===== config.mk =====
export PLATFORM = sky130hd
export DESIGN_NAME = i2c_tx_counters
export DESIGN_NICKNAME = d
export VERILOG_FILES = /design/src/rtl/i2c_tx_pkg.sv /design/src/rtl/i2c_up_counter.sv /design/src/rtl/i2c_tx_counters.sv
export SDC_FILE = /design/constraint.sdc
export NUM_CORES = 1
export LEC_CHECK = 0
export ABC_AREA = 1
export ABC_CLOCK_PERIOD_IN_PS = 2200
export BUFFER_PORTS_ARGS = -buffer_cell sky130_fd_sc_hd__buf_2
export CAP_MARGIN = 5
export CELL_PAD_IN_SITES_DETAIL_PLACEMENT = 0
export CELL_PAD_IN_SITES_GLOBAL_PLACEMENT = 1
export CORE_UTILIZATION = 36
export CTS_CLUSTER_DIAMETER = 40
export CTS_CLUSTER_SIZE = 12
export DETAILED_ROUTE_END_ITERATION = 16
export MAX_ROUTING_LAYER = met4
export PLACE_DENSITY = 0.76
export SLEW_MARGIN = 20
export SYNTH_ARGS = -nofsm -noshare
export SYNTH_HDL_FRONTEND = slang
export SYNTH_SLANG_ARGS = --single-unit

===== constraint.sdc =====
create_clock -name clk -period 2.2 [get_ports clk]
set_input_delay 0.33 -clock clk [delete_from_list [all_inputs] [get_ports clk]]
set_output_delay 0.33 -clock clk [all_outputs]
set_load 0.005 [all_outputs]

===== src/rtl/i2c_tx_pkg.sv =====
// Shared constants for the I2C double-buffered transmit controller and its
// counter block.
package i2c_tx_pkg;

  // Counter widths.
  localparam int unsigned TX_WIDTH    = 6;
  localparam int unsigned BURST_WIDTH = 6;

  // Controller compare points: address phase length, byte length and
  // number of data bytes per burst before STOP.
  localparam int unsigned ADDR_BITS   = 7;
  localparam int unsigned BYTE_BITS   = 8;
  localparam int unsigned BURST_LEN   = 2;

endpackage : i2c_tx_pkg


===== src/rtl/i2c_up_counter.sv =====
// Generic synchronous up-counter with a clear input, optional rising-edge
// increment detection and optional saturation at the all-ones value.
module i2c_up_counter #(
  parameter int unsigned WIDTH     = 6,
  parameter bit          EDGE_MODE = 1'b0,  // 0: count every cycle inc is high, 1: count inc rising edges
  parameter bit          SATURATE  = 1'b0   // 0: wrap to zero, 1: stick at all-ones
) (
  input  logic             clk,
  input  logic             rst,
  input  logic             clr,
  input  logic             inc,
  output logic [WIDTH-1:0] count
);

  localparam logic [WIDTH-1:0] COUNT_MAX = '1;

  logic step;
  logic at_limit;

  generate
    if (EDGE_MODE) begin : g_edge
      logic inc_d;

      // Remember last cycle's request so a held request counts only once;
      // this keeps tracking even while the counter is being cleared.
      always_ff @(posedge clk) begin
        // NOTE: non-blocking assignments for every registered signal, so all
        // flops sample pre-edge values regardless of block ordering.
        if (rst) inc_d <= 1'b0;
        else     inc_d <= inc;
      end

      assign step = inc & ~inc_d;
    end else begin : g_level
      assign step = inc;
    end
  endgenerate

  // Only a saturating counter ever refuses a step at its top value.
  assign at_limit = SATURATE && (count == COUNT_MAX);

  // Count register: reset beats clear beats increment.
  always_ff @(posedge clk) begin
    if (rst)                  count <= '0;
    else if (clr)             count <= '0;
    else if (step && !at_limit) count <= count + WIDTH'(1);
  end

endmodule : i2c_up_counter


===== src/rtl/i2c_tx_counters.sv =====
// Bit counter and burst byte counter for the I2C transmit controller.
// tx_count counts shifted bits (level increment, wraps); burst_count counts
// completed data bytes (one count per request edge, saturates).
module i2c_tx_counters #(
  parameter int unsigned TX_WIDTH    = i2c_tx_pkg::TX_WIDTH,
  parameter int unsigned BURST_WIDTH = i2c_tx_pkg::BURST_WIDTH
) (
  input  logic                   clk,
  input  logic                   rst,
  input  logic                   tx_reset,
  input  logic                   tx_inc,
  output logic [TX_WIDTH-1:0]    tx_count,
  input  logic                   burst_reset,
  input  logic                   burst_inc,
  output logic [BURST_WIDTH-1:0] burst_count
);

  // Bit counter: one count per clock while tx_inc is high, modulo 2^TX_WIDTH.
  i2c_up_counter #(
    .WIDTH     (TX_WIDTH),
    .EDGE_MODE (1'b0),
    .SATURATE  (1'b0)
  ) u_tx_counter (
    .clk   (clk),
    .rst   (rst),
    .clr   (tx_reset),
    .inc   (tx_inc),
    .count (tx_count)
  );

  // Burst counter: one count per burst_inc rising edge, sticks at all-ones.
  i2c_up_counter #(
    .WIDTH     (BURST_WIDTH),
    .EDGE_MODE (1'b1),
    .SATURATE  (1'b1)
  ) u_burst_counter (
    .clk   (clk),
    .rst   (rst),
    .clr   (burst_reset),
    .inc   (burst_inc),
    .count (burst_count)
  );

endmodule : i2c_tx_counters


==> insert_results.sql <==
INSERT INTO impl_metrics (metric_group, metric, value, unit) VALUES
('run_status', 'outcome', 'finished, final reports clean', ''),
('setup_path', 'critPathLaunchType', 'flop', ''),
('sta', 'fin_setup_tns', '0', 'ns'),
('clock_tree', 'clock_tree.root_cell', 'sky130_fd_sc_hd__clkbuf_4', ''),
('detailed_routing', 'drt-vias-per-instance', '4.83', ''),
('placement', 'gp_congestion', '0.793', ''),
('detailed_routing', 'dr_total_vias', '614', ''),
('global_routing', 'first_global_vias', '501', ''),
('synthesis', 'post_synth_num_cell_types', '15', ''),
('synthesis', 'post_synth_instance_area', '636', 'um^2'),
('clock_tree', 'clock-sinks', '13', ''),
('detailed_routing', 'drt.antenna.violating_nets', '0', ''),
('detailed_routing', 'detailedRoute.firstIterationViolations', '6', ''),
('clock_tree', 'ctsResizeCount', '0', ''),
('global_routing', 'total_congestion_overflow', '0', ''),
('sta', 'slew_headroom', '0.761', ''),
('die', 'die_height', '44.0', 'um'),
('min_path', 'min_path_type', 'input port to flop', ''),
('sta', 'max_freq', '0.776', 'GHz'),
('global_routing', 'maximum_number_of_pins_on_one_net_before_global_route_repair', '9', ''),
('placement', 'numPortBuffers', '17', ''),
('synthesis', 'synth_top_area_cell', 'sky130_fd_sc_hd__dfxtp_1', ''),
('clock_tree', 'post_cts_buffers', '0', ''),
('global_routing', 'antenna_violations_before_repair', '0', ''),
('setup_path', 'arr_time_crit_path', '1.49', 'ns'),
('sta', 'setup_viol', '0', ''),
('die', 'fp.dieArea', '1940', 'um^2'),
('sta', 'final.setup_skew', '0.00608', 'ns'),
('clock_tree', 'worstSkewPairLatency', '0.27', 'ns'),
('sta', 'grt_setup_unrepaired', 'false', ''),
('synthesis', 'top_post_synthesis_cells_by_count', 'sky130_fd_sc_hd__nand2_1, sky130_fd_sc_hd__dfxtp_1, sky130_fd_sc_hd__nor2_1', ''),
('synthesis', 'ys_seq_elements', '13', ''),
('synthesis', 'dominantRegCellSynth', 'sky130_fd_sc_hd__dfxtp_1', ''),
('pwr', 'static-leakage-power', '0.000349', 'uW'),
('die', 'chipWidth', '44.0', 'um'),
('synthesis', 'ys_seq_area_frac', '0.409', ''),
('clock_tree', 'cts.clk_slew.worst_paths', '0.08', 'ns'),
('layout', 'diodes', '0', ''),
('setup_path', 'worst_ep_required_time', '2.40', 'ns'),
('die', 'floorplan.initialDensity', '0.403', ''),
('die', 'core_area', '1580', 'um^2'),
('synthesis', 'ys_warn_count', '0', ''),
('setup_path', 'crit_path_end_kind', 'flop', ''),
('synthesis', 'synth_most_common_cell', 'sky130_fd_sc_hd__nand2_1', ''),
('synthesis', 'async_reset_ff_frac', '0', ''),
('sta', 'final.min_clock_period', '1.29', 'ns'),
('setup_path', 'criticalPathCategory', 'flop to flop', ''),
('sta', 'timing.final.crit_share', '0.586', ''),
('synthesis', 'synth.area.top_cells', 'sky130_fd_sc_hd__dfxtp_1, sky130_fd_sc_hd__nand2_1, sky130_fd_sc_hd__nor2_1', ''),
('layout', 'syn_to_final_growth', '19.5', '%'),
('pwr', 'p_per_area', '550', 'nW/um^2'),
('synthesis', 'syn_avg_cell_area', '6.98', 'um^2'),
('die', 'ios', '18', ''),
('layout', 'fillCellCount', '185', ''),
('sta', 'timing_hold_violations_final', '0', ''),
('layout', 'finalNetCount', '120', ''),
('synthesis', 'synth_edf_count', '0', ''),
('clock_tree', 'cts-htree-levels', '1', ''),
('sta', 'max_slew.worst_pin.slew', '0.357', 'ns'),
('placement', 'post-dp-hpwl', '940', 'um'),
('synthesis', 'post_synth_net_total', '99', ''),
('synthesis', 'syn_inst', '91', ''),
('clock_tree', 'cts_hold_repair.buffers', '0', ''),
('detailed_routing', 'wl_per_cell', '9.64', 'um'),
('layout', 'drive_above_1_share', '0.216', ''),
('sta', 'slew_viol_final', '0', ''),
('synthesis', 'synth.top_cell.area_share', '0.409', ''),
('clock_tree', 'cts_tree', 'built', ''),
('die', 'placementRows', '14', ''),
('flow_run', 'drv.max_cap_violation_count', '0', ''),
('layout', 'final_cell_area', '759', 'um^2'),
('placement', 'placed_cell_area', '733', 'um^2'),
('pwr', 'vdd_ir_drop_max', '291', 'uV'),
('clock_tree', 'max-clock-path-buffers', '2', ''),
('detailed_routing', 'detailed_route_wl', '1.22', 'mm'),
('detailed_routing', 'detailedRoute.firstPassIterationCount', '6', ''),
('global_routing', 'global_route.usage.total', '0.147', ''),
('setup_path', 'crit_fanout', '6', ''),
('global_routing', 'grt_pass1_wl', '1.97', 'mm'),
('detailed_routing', 'drc', '0', ''),
('clock_tree', 'cts_buffers', '3', '');
-- power breakdown --
| group | total [uW] | internal [uW] | switching [uW] |
|---|---|---|---|
| Sequential | 244 | 239 | 4.70 |
| Combinational | 30.6 | 12.7 | 17.8 |
| Clock | 143 | 70.1 | 72.8 |
-- kinds of logic (layout without fill, tap and decap cells) --
kind of cell / after synthesis / count (layout) / share of synthesized area
buf+inv: 13 / 33 / 0.0827
compound gates: 15 / 15 / 0.124
simple gates: 47 / 47 / 0.331
flops: 13 / 13 / 0.409
xor+xnor: 1 / 1 / 0.0138
fa+ha+maj: 2 / 2 / 0.0394
-- area by class of cell --
cell class | count | area [um^2] | share of cell area
Clock buffer | 4 | 26.3 | 0.0346
Sequential cell | 13 | 260 | 0.343
Timing Repair Buffer | 17 | 85.1 | 0.112
Multi-Input combinational cell | 65 | 323 | 0.425
Inverter | 12 | 45.0 | 0.0593
Tap cell | 16 | 20.0 | 0.0264
-- metrics by stage --
| step | power [uW] | instances | hold WS [ns] | setup WS, ns | utilization |
|---|---|---|---|---|---|
| detailed placement | 281 | 123 | 0.453 | 0.926 | 0.465 |
| global placement | 281 | 123 | 0.445 | 0.964 | 0.465 |
| finish | 418 | 127 | 0.234 | 0.912 | 0.482 |
| floorplan | 267 | 91 | 0.402 | 1.04 | - |
| CTS | 426 | 127 | 0.223 | 0.903 | 0.482 |
| global route | 444 | 127 | 0.228 | 0.769 | 0.482 |
-- layer usage --
metal  GRT usage  wire length [um]  vias to the layer above
met3      0.0367                45                        2
met2       0.212               565                       10
met5           -                 0                        -
met1       0.175               600                      265
li1            -                 -                      337
met4       0.109                12                        0
-- critical path, stage by stage, from the launching register on --
cell	delay (ns)
sky130_fd_sc_hd__dfxtp_1	0.42
sky130_fd_sc_hd__ha_1	0.27
sky130_fd_sc_hd__nand3_2	0.12
sky130_fd_sc_hd__o21ai_2	0.20
sky130_fd_sc_hd__nand2_1	0.07
sky130_fd_sc_hd__a21oi_1	0.14
-- worst paths after layout --
check | to | start | depth (start not counted) | slack [ns]
min reg2reg | u_tx_counter.count[5] | u_tx_counter.count[5] | 2 | 0.46
max | u_burst_counter.count[4] | u_burst_counter.count[0] | 5 | 0.91
max reg2reg | u_burst_counter.count[4] | u_burst_counter.count[0] | 5 | 0.91
min | u_burst_counter.g_edge.inc_d | rst | 2 | 0.23
-- sequential cells by signal (all words and copies together), names as in the netlist --
signal,cells
u_burst_counter.count,6
u_tx_counter.count,6
u_burst_counter.g_edge.inc_d,1
-- cell usage in the layout, fill, tap and decap left out, drive strengths merged --
cell type / synthesis / routed
a21oi: 9 / 9
buf: 1 / 17
clkbuf: 0 / 4
dfxtp: 13 / 13
ha: 2 / 2
inv: 12 / 12
nand2: 21 / 21
nand3: 7 / 7
nand4: 4 / 4
nor2: 15 / 15
o21ai: 6 / 6
xor2: 1 / 1
(Power assumes the default switching activity.)
